## config.mk

```make
export PLATFORM = sky130hd
export DESIGN_NAME = dspi_nor_reader
export DESIGN_NICKNAME = d
export VERILOG_FILES = /design/src/rtl/dspi_nor_reader.sv
export SDC_FILE = /design/constraint.sdc
export NUM_CORES = 1
export LEC_CHECK = 0
export CORE_MARGIN = 2
export CORE_UTILIZATION = 40
export DETAILED_ROUTE_END_ITERATION = 8
export MAX_ROUTING_LAYER = met4
export PLACE_DENSITY = 0.72
export SETUP_SLACK_MARGIN = 0.02
export SYNTH_ARGS = -nofsm -noshare
export SYNTH_HDL_FRONTEND = slang
export SYNTH_SLANG_ARGS = --single-unit
```

## constraint.sdc

```tcl
create_clock -name clk -period 3.64 [get_ports clk]
set_input_delay 0.91 -clock clk [delete_from_list [all_inputs] [get_ports clk]]
set_output_delay 0.91 -clock clk [all_outputs]
set_load 0.02 [all_outputs]
```

## src/rtl/dspi_nor_reader.sv

```systemverilog
// rtl/dspi_nor_reader.sv - dual-I/O (2-2-2) SPI NOR fast-read initiator returning one 32-bit word per request
//
// Ports:
//   clk, rst           system clock, asynchronous active-high reset
//   rd_req, rd_addr    request handshake and 24-bit byte address (sampled on accept)
//   rd_ready           high only while idle; accept = rd_req & rd_ready
//   rd_valid, rd_data  one-cycle completion pulse and little-endian word (byte@addr in [7:0])
//   sck, csb           SPI clock (mode 0, idles low) and active-low chip select
//   dio_o, dio_oe      2-bit data and per-bit output enable towards the pads
//   dio_i              2-bit data from the pads
module dspi_nor_reader #(
    parameter int         SCK_HALF = 2,
    parameter logic [7:0] CMD      = 8'hBB,
    parameter int         DUMMY    = 8,
    parameter int         CSB_IDLE = 4
) (
    input  logic        clk,
    input  logic        rst,
    input  logic        rd_req,
    input  logic [23:0] rd_addr,
    output logic        rd_ready,
    output logic        rd_valid,
    output logic [31:0] rd_data,
    output logic        sck,
    output logic        csb,
    output logic [1:0]  dio_o,
    output logic [1:0]  dio_oe,
    input  logic [1:0]  dio_i
);

    // Rising-edge milestones, counted as "rising edges completed so far".
    localparam logic [15:0] HALF_M1   = 16'(SCK_HALF - 1);
    localparam logic [8:0]  CMD_END   = 9'd4;
    localparam logic [8:0]  ADDR_END  = 9'd16;
    localparam logic [8:0]  DUMMY_END = 9'(16 + DUMMY);
    localparam logic [8:0]  LAST_RISE = 9'(32 + DUMMY);
    // GAP is left early enough that the next csb fall lands CSB_IDLE+1 clks
    // after csb rose (one clk of IDLE for the accept, one for the csb fall).
    localparam logic [15:0] GAP_LAST  = (CSB_IDLE >= 2) ? 16'(CSB_IDLE - 2) : 16'd0;

    typedef enum logic [2:0] {
        S_IDLE,
        S_CMD,
        S_ADDR,
        S_DUMMY,
        S_DATA,
        S_GAP
    } state_t;

    state_t      state_q, state_d;
    logic [15:0] hcnt_q, hcnt_d;
    logic [8:0]  rise_cnt_q, rise_cnt_d;
    logic [15:0] gap_cnt_q, gap_cnt_d;
    logic [31:0] sr_q, sr_d;
    logic        sck_q, sck_d;
    logic        csb_q, csb_d;
    logic [1:0]  dio_o_q, dio_o_d;
    logic [1:0]  dio_oe_q, dio_oe_d;
    logic        rd_valid_q, rd_valid_d;
    logic [31:0] rd_data_q, rd_data_d;

    logic accept;
    logic tick;
    logic sck_rise;
    logic sck_fall;
    logic gap_done;

    assign accept   = rd_req && (state_q == S_IDLE);
    // The half-period counter only runs once csb is low.
    assign tick     = !csb_q && (hcnt_q == HALF_M1);
    assign sck_rise = tick && !sck_q;
    assign sck_fall = tick && sck_q;
    assign gap_done = (gap_cnt_q >= GAP_LAST);

    assign rd_ready = (state_q == S_IDLE);
    assign rd_valid = rd_valid_q;
    assign rd_data  = rd_data_q;
    assign sck      = sck_q;
    assign csb      = csb_q;
    assign dio_o    = dio_o_q;
    assign dio_oe   = dio_oe_q;

    // State register
    always_ff @(posedge clk or posedge rst) begin
        if (rst) begin
            state_q <= S_IDLE;
        end else begin
            state_q <= state_d;
        end
    end

    // Next-state logic: phase changes happen on sck falling edges.
    always_comb begin
        state_d = state_q;
        case (state_q)
            S_IDLE:  if (accept) state_d = S_CMD;
            S_CMD:   if (sck_fall && rise_cnt_q == CMD_END) state_d = S_ADDR;
            S_ADDR:  if (sck_fall && rise_cnt_q == ADDR_END) state_d = (DUMMY == 0) ? S_DATA : S_DUMMY;
            S_DUMMY: if (sck_fall && rise_cnt_q == DUMMY_END) state_d = S_DATA;
            S_DATA:  if (sck_fall && rise_cnt_q == LAST_RISE) state_d = S_GAP;
            S_GAP:   if (gap_done) state_d = S_IDLE;
            default: state_d = S_IDLE;
        endcase
    end

    // Output / datapath logic
    always_comb begin
        hcnt_d     = hcnt_q;
        rise_cnt_d = rise_cnt_q;
        gap_cnt_d  = gap_cnt_q;
        sr_d       = sr_q;
        sck_d      = sck_q;
        csb_d      = csb_q;
        dio_o_d    = dio_o_q;
        dio_oe_d   = dio_oe_q;
        rd_valid_d = 1'b0;
        rd_data_d  = rd_data_q;
        case (state_q)
            S_IDLE: begin
                if (accept) begin
                    // One shift register carries command+address out and data in.
                    sr_d       = {CMD, rd_addr};
                    rise_cnt_d = '0;
                    hcnt_d     = '0;
                end
            end
            S_GAP: begin
                gap_cnt_d = gap_cnt_q + 16'd1;
            end
            S_CMD, S_ADDR, S_DUMMY, S_DATA: begin
                if (csb_q) begin
                    // First clk after accept: drop csb and present CMD[7:6].
                    csb_d    = 1'b0;
                    dio_oe_d = 2'b11;
                    dio_o_d  = sr_q[31:30];
                    sr_d     = {sr_q[29:0], 2'b00};
                    hcnt_d   = '0;
                end else begin
                    hcnt_d = tick ? 16'd0 : hcnt_q + 16'd1;
                    if (sck_rise) begin
                        sck_d      = 1'b1;
                        rise_cnt_d = rise_cnt_q + 9'd1;
                        if (state_q == S_DATA) begin
                            sr_d = {sr_q[29:0], dio_i};
                        end
                    end
                    if (sck_fall) begin
                        sck_d = 1'b0;
                        if (rise_cnt_q < ADDR_END) begin
                            dio_o_d = sr_q[31:30];
                            sr_d    = {sr_q[29:0], 2'b00};
                        end else if (rise_cnt_q == ADDR_END) begin
                            // Bus turnaround: release the pads until the next transaction.
                            dio_oe_d = 2'b00;
                            dio_o_d  = 2'b00;
                        end
                        if (rise_cnt_q == LAST_RISE) begin
                            // Byte 0 was shifted in first, so it sits in the top byte.
                            csb_d      = 1'b1;
                            rd_valid_d = 1'b1;
                            rd_data_d  = {sr_q[7:0], sr_q[15:8], sr_q[23:16], sr_q[31:24]};
                            gap_cnt_d  = '0;
                        end
                    end
                end
            end
            default: begin
            end
        endcase
    end

    // Datapath registers
    always_ff @(posedge clk or posedge rst) begin
        if (rst) begin
            hcnt_q     <= '0;
            rise_cnt_q <= '0;
            gap_cnt_q  <= '0;
            sr_q       <= '0;
            sck_q      <= 1'b0;
            csb_q      <= 1'b1;
            dio_o_q    <= 2'b00;
            dio_oe_q   <= 2'b00;
            rd_valid_q <= 1'b0;
            rd_data_q  <= '0;
        end else begin
            hcnt_q     <= hcnt_d;
            rise_cnt_q <= rise_cnt_d;
            gap_cnt_q  <= gap_cnt_d;
            sr_q       <= sr_d;
            sck_q      <= sck_d;
            csb_q      <= csb_d;
            dio_o_q    <= dio_o_d;
            dio_oe_q   <= dio_oe_d;
            rd_valid_q <= rd_valid_d;
            rd_data_q  <= rd_data_d;
        end
    end

endmodule

```

# [Yosys cells after proc, flatten, opt, wreduce, memory -nomap -nowiden]
# Cells that the tools add are included.
[word_totals] output_inout_bits=40 in_bits=29 reg_bits=115 elab_cells=103
[op_classes] eq_ne=21 order_cmp=2 mux=39 bitwise_logic=1 n_addsub=3 reduce_logical=26
[ops] op="2-to-1 mux 32 bit" n=6
[ops] op="2-to-1 mux 16 bit" n=6
[ops] op="one-hot mux 16 bit (2 select lines)" n=2
[ops] op="one-hot mux 32 bit (2 select lines)" n=1
[ops] op="adder 16 x 1 -> 16 bit (second input constant)" n=2
[ops] op="2-to-1 mux 9 bit" n=3
[ops] op="!= test 2 bit (second input constant)" n=10
[ops] op="== test 9 x 5 -> 1 bit (second input constant)" n=2
[ops] op="2-to-1 mux 3 bit" n=6
[ops] op="one-hot mux 3 bit (6 select lines)" n=1
[ops] op="one-hot mux 9 bit (2 select lines)" n=1
[ops] op="== test 16 x 1 -> 1 bit (second input constant)" n=1
[ops] op="greater-or-equal comparator 16 x 2 -> 1 bit (second input constant)" n=1
[ops] op="AND reduction 4 bit" n=4
[ops] op="2-to-1 mux 2 bit" n=7
[ops] op="nonzero test 2 bit" n=5
[ops] op="adder 9 x 1 -> 9 bit (second input constant)" n=1
[ops] op="== test 9 x 3 -> 1 bit (second input constant)" n=1
[ops] op="== test 9 x 6 -> 1 bit (second input constant)" n=1
[ops] op="less-than comparator 9 x 5 -> 1 bit (second input constant)" n=1
[ops] op="logical AND 1 bit" n=8
[ops] op="== test 3 x 2 -> 1 bit (second input constant)" n=2
[ops] op="== test 3 bit (second input constant)" n=2
[ops] op="2-to-1 mux 1 bit" n=6
[ops] op="10 further kinds" n=12

# [Logic depth before layout (Yosys ltp)]
[depth] ltp_word=8 mapped_depth=9 depth_no_buf=8

# [Worst setup path before layout]
# OpenSTA, ideal clock, no wires.
[synth_path] path_kind="reg2reg" from="reg hcnt_q[1]" to="reg sr_q[2]" path_stages_with_launch=10 synth_period_minus_slack_ns=2.646 n_path_buf=2 setup_ns=0.126 required_ns=3.514 t_arrival_ns=2.520 setup_slack_ns=0.994 path_cell_list="dfrtp_1 -> inv_1 -> ha_1 -> or4b_4 -> or4_4 -> buf_6 -> a21oi_4 -> o31ai_1 -> buf_2 -> a221o_1"
[synth_between] elab_chain_len=8 elab_cells_between_ends=9 cone_classes="eq/ne: 1; mux: 5; reduce/logical: 3"
[synth_rtl] item="start, declared" line="51" text="logic [15:0] hcnt_q, hcnt_d;"
[synth_rtl] item="start signal, assigned" line="186" text="hcnt_q <= hcnt_d;"
[synth_rtl] item="== test 16 x 1 -> 1 bit *" line="70" text="assign tick = !csb_q && (hcnt_q == HALF_M1);"
[synth_rtl] item="logical AND 1 bit *" line="70"
[synth_rtl] item="logical AND 1 bit" line="71" text="assign sck_rise = tick && !sck_q;"
[synth_rtl] item="2-to-1 mux 32 bit" line="140" text="if (sck_rise) begin"
[synth_rtl] item="2-to-1 mux 32 bit" line="149" text="if (rise_cnt_q < ADDR_END) begin"
[synth_rtl] item="2-to-1 mux 32 bit *" line="147" text="if (sck_fall) begin"
[synth_rtl] item="2-to-1 mux 32 bit *" line="131" text="if (csb_q) begin"
[synth_rtl] item="one-hot mux 32 bit (2 select lines) *" line="118" text="case (state_q)"
[synth_rtl] item="end signal, assigned" line="189" text="sr_q <= sr_d;"
[synth_rtl] item="end, declared" line="54" text="logic [31:0] sr_q, sr_d;"
# Every way passes the cells marked *; elsewhere a longest branch is shown, timed or not.
# A chain may end at the register's enable or synchronous reset.

# [Worst setup path in the final report]
[layout_path] from="reg state_q[2]" to="out rd_ready"
[layout_between] elab_chain_len=1
[layout_rtl] item="start, declared" line="50" text="state_t state_q, state_d;"
[layout_rtl] item="start signal, assigned" line="88" text="state_q <= state_d;"
[layout_rtl] item="logical NOT 3 bit" line="75" text="assign rd_ready = (state_q == S_IDLE);"
[layout_rtl] item="end, declared" line="21" text="output logic rd_ready,"
# No other way between the ends.

==> Implementation_results.wiki <==
{| class="wikitable"
! Metric !! Value
|-
| Run status || finished clean
|-
| CTS tree || done
|-
| Ordered list of cells on the worst path || or3_1 -> inv_1 -> clkdlybuf4s50_1
|-
| Placed instance count || 706
|-
| Net total in the final layout || 584
|-
| Fraction of power spent switching nets || 19.67%
|-
| Fraction of synthesis flops using an asynchronous set or reset pin || 100.0%
|-
| DIE WIDTH || 119.2 um
|-
| Average routed wire per standard cell || 16.35 um
|-
| Violation count after the first detailed-route iteration || 308
|-
| Worst Tran Pin Value || 1.194 ns
|-
| Worst Setup Start Kind || flip-flop
|-
| CTS Buffer Depth || 2
|-
| Count of different cell masters after synthesis || 50
|-
| First-pass iteration count of the detailed router || 4
|-
| Number of H-tree levels || 4
|-
| Post-layout minimum cycle time || between 3 and 4 ns
|-
| Startpoint of the most critical setup path || state_q[2]
|-
| CTS Buf Count || 17
|-
| Sequential-to-total area share from yosys stat || 53.72%
|-
| Post-synthesis share of cell area spent on full adders, half adders and majority gates || 1.413%
|-
| Initial core utilization || 40.60%
|-
| Clock latency reported for the late side of the worst-skew pair || ~0.41 ns
|-
| Min-delay src || rd_data[15]
|-
| Highest net fanout along the worst path || 12
|-
| Fin crit share || 84.01%
|-
| Worst min-delay path class || flip-flop to flip-flop
|-
| Fraction of the mapped netlist area in compound gates || 11.35%
|-
| Clock-pin transition on the worst setup and hold timing paths || 0.05 ns
|-
| Net Switching || 0.6077 mW
|-
| Via count || 3,987
|-
| Clock Tree Root || clkbuf_16
|-
| Simple-Gate Fraction of Synth Area || ~18%
|-
| Buffers inserted by post-CTS timing repair || 0
|-
| Critical path endpoint category || output pin
|-
| Combined area of all synthesized cells || 5313 um^2
|-
| Maximum number of pins on one net before global-route repair || 71
|-
| Total routed wirelength || between 10,000 and 15,000 um
|-
| Hold Fails Final Rpt || 0
|-
| Post-synthesis to final-layout area growth || 28.87%
|-
| Bufs and invs on worst path || 2
|-
| HPWL reported at the end of detailed placement || 7945 um
|-
| Int Power || 2.481 mW
|-
| Count of antenna-violating nets left after detailed routing || 0
|-
| RSZ-0062 raised after global routing || false
|-
| Initial antenna violation count || 0
|-
| Number of placement rows || 42
|-
| Crit Path Category || flip-flop to output pin
|-
| Most frequent cells in the layout || 113 x dfrtp_1, 68 x clkdlybuf4s50_1, 44 x nor2_1
|-
| Gate count of the mapped netlist || about 480
|-
| Std-Cell Core Area || 13,090 um^2
|-
| Number of enable flip-flop cells after synthesis || 0
|-
| Yosys warns || 0
|-
| Req. time, crit path || 2.73 ns
|-
| Post-Synth XOR/XNOR Area || roughly 5.6%
|-
| Number of vias per cell after detailed routing || approximately 5.4
|-
| Post-Synthesis Mean Instance Area || ~11 um^2
|-
| Proportion of power drawn by flip-flops and latches || 41.1%
|-
| Largest family of logic cells by synthesized area || simple AND/OR/NAND/NOR gates
|-
| Overall fraction of global-route tracks in use || 18.74%
|-
| Port-buffer cells || 68
|-
| Sum of negative setup slack || 0 ns
|-
| Share of cell area taken by muxes after synthesis || 7.372%
|-
| Worst-path cell with the longest stage delay || clkdlybuf4s50_1
|-
| Setup Viol. Count Final || 0
|-
| Number of remaining DRC errors || 0
|-
| Die Y || about 120 um
|-
| Part of the total power dissipated in the clock network || 57.0%
|-
| Ports || 69
|-
| Full die area || 14,220 um^2
|-
| Combinational share of power || 1.9%
|-
| Number of sinks handled by clock tree synthesis || 114
|-
| Reg-to-reg critical path startpoint || hcnt_q[1]
|-
| Vias in the first global route || 4,086
|-
| Final number of max-transition violations || 0
|-
| Worst relative slew slack || between 20 and 25%
|-
| Timing-limited maximum frequency || around 0.33 GHz
|-
| Post-synth net total || 510
|-
| Wire length of the first global-routing pass || just over 20,000 um
|-
| Worst voltage drop across the vdd grid || between 0.3 and 0.4 mV
|-
| Max Cap Violations || 0
|-
| Max Clock Skew || 0.007937 ns
|-
| Number of diodes || 0
|-
| Post-CTS Hold Fix Bufs || 0
|-
| Largest stage delay on the critical path || 0.63 ns
|-
| Ratio of cells with drive above 1 in the final layout || 15.48%
|-
| Most frequent standard cell in the layout excluding fill and tap cells || dfrtp_1
|-
| Final estimated routing congestion in global placement || roughly 0.86
|-
| Critical path arrival || 2.15 ns
|-
| Power Dens Cells || 451.1 nW/um^2
|-
| Post-CTS resize count || 0
|-
| Total congestion overflow || 0
|-
| Top_reg_cell synth || dfrtp_1
|-
| Kind of cell with the highest combined delay on the critical path || buffers and inverters
|-
| FF+latch count, synth || 114
|-
| Static Leakage || 3.111 nW
|-
| Final instance count without filler cells || 738
|}
-- layer usage --
metal	global-route usage (%)	wire length, um	vias to the layer above
li1	-	-	1893
met3	4.885	492	13
met1	24.56	5523	1980
met2	28.16	5899	101
met5	-	0	-
met4	6.845	149	0
-- synthesized netlist by cell type (all sizes together) (3+ instances only) --
| master | instances | area share [%] |
|---|---|---|
| dfrtp | 113 | 53 |
| nor2 | 44 | 3.1 |
| mux2 | 33 | 7.0 |
| nand2 | 28 | 2.0 |
| and3 | 26 | 3.1 |
| xnor2 | 23 | 3.8 |
| a221o | 22 | 4.1 |
| o21ai | 20 | 1.9 |
| clkbuf | 14 | 0.99 |
| nor4 | 14 | 1.6 |
| a21oi | 11 | 1.2 |
| nand3 | 11 | 1.0 |
| xor2 | 11 | 1.8 |
| buf | 10 | 1.2 |
| inv | 10 | 0.71 |
| nor3 | 10 | 1.0 |
| nand4 | 7 | 0.82 |
| nor4b | 7 | 1.2 |
| or4 | 7 | 1.1 |
| ha | 6 | 1.4 |
| a22o | 5 | 0.82 |
| o22a | 5 | 0.82 |
| nor2b | 4 | 0.47 |
| o31a | 3 | 0.49 |
| o31ai | 3 | 0.42 |
| or2 | 3 | 0.35 |
-- cell families after synthesis --
logic type,after synthesis
simple gates,173
flops,114
compound gates,79
mux,35
xor+xnor,34
buf+inv,34
fa+ha+maj,6
-- sequential cells by signal, summed over array words and instances (netlist names), 2 cells and up --
signal,count
dio_o,2
hcnt_q,16
rd_data,32
sr_q,32
state_q,3
gap_cnt_q,16
rise_cnt_q,9
-- worst reg2reg max path: stages, from the launching register on --
cell     delay (ns)
dfrtp_1        0.42
inv_1          0.09
ha_1           0.14
or4b_4         0.48
nor4_1         0.53
nand2_1        0.22
nor3_4         0.14
buf_4          0.43
mux2_2         0.41
-- worst paths after layout --
| check | end | slack [ns] | cells after the start |
|---|---|---|---|
| max | rd_ready | 0.58 | 3 |
| min | rd_data[15] | 0.50 | 1 |
| max reg2reg | rd_data[12] | 0.66 | 8 |
| min reg2reg | rd_data[15] | 0.50 | 1 |
| max in group asynchronous | rd_data[10] | 2.18 | 3 |
| min in group asynchronous | rd_data[3] | 0.98 | 3 |
-- final cells by class --
cell class	count	area, um^2
fill	1133	6238
sequential	114	2854
multi-input combinational	327	2318
timing repair buffer	79	775.7
clock buffer	20	456.7
tap	176	220.2
clock inverter	12	180.2
inverter	10	41.29
-- power groups by stage --
stage	sequential, mW	clock [mW]	combinational, mW
detailed placement	1.29	0	0.0613
floorplan	1.29	0	0.0191
CTS	1.27	1.79	0.0616
finish	1.27	1.76	0.0594
global placement	1.29	0	0.0600
global route	1.27	1.86	0.0668
-- metrics by stage --
step	hold slack [ns]	instance area [um^2]	utilization, %	total power, mW	setup slack [ns]
6_report	0.5026	6847	52.32	3.089	0.5820
5_1_grt	0.5176	6847	52.32	3.196	0.4569
4_1_cts	0.5068	6847	52.32	3.121	0.5679
3_5_place_dp	0.4948	6210	47.46	1.352	0.7131
3_3_place_gp	0.4927	6210	47.46	1.350	0.8075
2_1_floorplan	0.4771	5316	-	1.310	0.9936
Power figures use the tool's default switching activity.
==> edit, RTL diff (same flow settings) <==
Compare `rise_cnt_q` against `ADDR_END` with >= in place of ==.
--- a/src/rtl/dspi_nor_reader.sv
+++ b/src/rtl/dspi_nor_reader.sv
@@ -95,7 +95,7 @@
         case (state_q)
             S_IDLE:  if (accept) state_d = S_CMD;
             S_CMD:   if (sck_fall && rise_cnt_q == CMD_END) state_d = S_ADDR;
-            S_ADDR:  if (sck_fall && rise_cnt_q == ADDR_END) state_d = (DUMMY == 0) ? S_DATA : S_DUMMY;
+            S_ADDR:  if (sck_fall && rise_cnt_q >= ADDR_END) state_d = (DUMMY == 0) ? S_DATA : S_DUMMY;
             S_DUMMY: if (sck_fall && rise_cnt_q == DUMMY_END) state_d = S_DATA;
             S_DATA:  if (sck_fall && rise_cnt_q == LAST_RISE) state_d = S_GAP;
             S_GAP:   if (gap_done) state_d = S_IDLE;
Check against the original RTL: no difference found for any inputs over 10 cycles, from zero or initial values and one cycle with rst high; that may be too few to reach the edited logic, so the function may still have changed.
==> edit against the original RTL <==
  * Worst setup slack got worse by 0.21 ns
  * Cell area rose by 1.9%
  * Sequential cell count did not move
  * Worst hold slack got worse by 0.041 ns
  * Non-clock buffer count fell by 3
  * Synthesized area rose by 2.5%
  * Register-to-register slack improved by 0.18 ns
  * Wire length rose by 5.4%
Power is not compared: it rests on default switching activity, and its combinational part moved more than twofold at a synthesized area within 25%.
==> edit: results (changes against the original RTL) <==
- Outcome: finished, final reports clean
- Synth cell count leaders: nand2_1, dfrtp_1, nor2_1, a21oi_1, inv_1
- Crit path largest cell delay: 0.76 ns (+0.13 ns)
- GRT Total Usage: 19.1% (+0.36 points)
- Final cell count without fillers: 827 (+12%)
- Grt met2 use: 31.0% (+2.8 points)
- Largest net degree at the start of global routing: 115 (+62%)
- CTS Sinks: 114 (unchanged)
- Routed wire length: 12.7 mm (+5.4%)
- Synth Net Count: 607 (+19%)
- Register area share after synthesis: 52.4% (-1.3 points)
- Met1 usage: 23.3% (-1.2 points)
- Post-DP Area: 6300 sq um (+1.5%)
- Cells after Synth: 572 (+20%)
- Metal2 WL: 6.31 mm (+7.0%)
- GP Congestion: 0.988 (+15%)
- First-pass GRT wire length: 21.3 mm (+3.6%)
- GR Util met3: 4.62% (-0.26 points)
- Placed insts: 795 (+13%)
- Area share of fa/ha/maj cells after synthesis: 1.38% (-0.035 points)
- HPWL after detailed placement: 8.61 mm (+8.4%)
- Slowest-stage cell, CP: clkdlybuf4s50_1
- Drt first pass iters: 6 (+2)
- Top cells by area, synth: dfrtp_1, nand2_1, nor2_1, xnor2_1, mux2i_1
- Worst Skew: 0.00831 ns (+0.000370 ns)
- Multiplexer share of the synthesized area: 3.12% (-4.2 points)
- Share of cells above drive strength 1: 8.76% (-6.7 points)
- Compound-Gate Fraction of Synth Area: 10.0% (-1.3 points)
- Synth unique cells: 57 (+14%)
- Max-slew headroom: 29.3% (+8.9 points)
- Antenna Cells: 0 (unchanged)
- Critical Path AT: 2.36 ns (+0.21 ns)
- Vias/cell: 5.24 (-2.9%)
- Htree depth: 4 (unchanged)
- Dpl ws: 0.775 ns (+0.0614 ns)
- Synth Area in XOR/XNOR: 4.98% (-0.62 points)
- Vias in the first global route: 4351 (+6.5%)
- Wl on met1: 5.75 mm (+4.1%)
- CP Launch Point: state_q[1]
- Initial antenna violation count: 0 (unchanged)
- Met3 WL: 471 um (-4.3%)
- Fill cells: 1166 (+2.9%)
- Drt first-iter violations: 383 (+24%)
- Hold_sp: rd_data[11]
- Critical Path Fanout Max: 13 (+1)
-- edit: cell types whose count changed in the layout (fill, tap and decap cells not counted), moves of 5 or more --
cell,unedited run,this run
nand2_1,28,125
mux2_2,33,0
a221o_1,22,0
and3_1,26,6
a21oi_1,10,26
inv_1,9,24
mux2i_1,2,17
nor2_1,44,58
a222oi_1,0,9
or3_1,2,7
-- edit: final cells by class --
cell class / count / area share, %
clock buffer: 19 / 6.35
clock inverter: 13 / 3.32
inverter: 25 / 1.40
multi-input combinational: 404 / 34.1
sequential: 114 / 40.9
tap: 176 / 3.16
timing repair buffer: 76 / 10.8
-- edit: worst paths after layout --
path / endpoint / slack [ns] / cells after the start
max: rd_ready / 0.37 / 2
min in group asynchronous: sr_q[6] / 1.01 / 3
max in group asynchronous: gap_cnt_q[15] / 2.16 / 3
min reg2reg: rd_data[11] / 0.46 / 2
max reg2reg: gap_cnt_q[13] / 0.84 / 8
min: rd_data[11] / 0.46 / 2
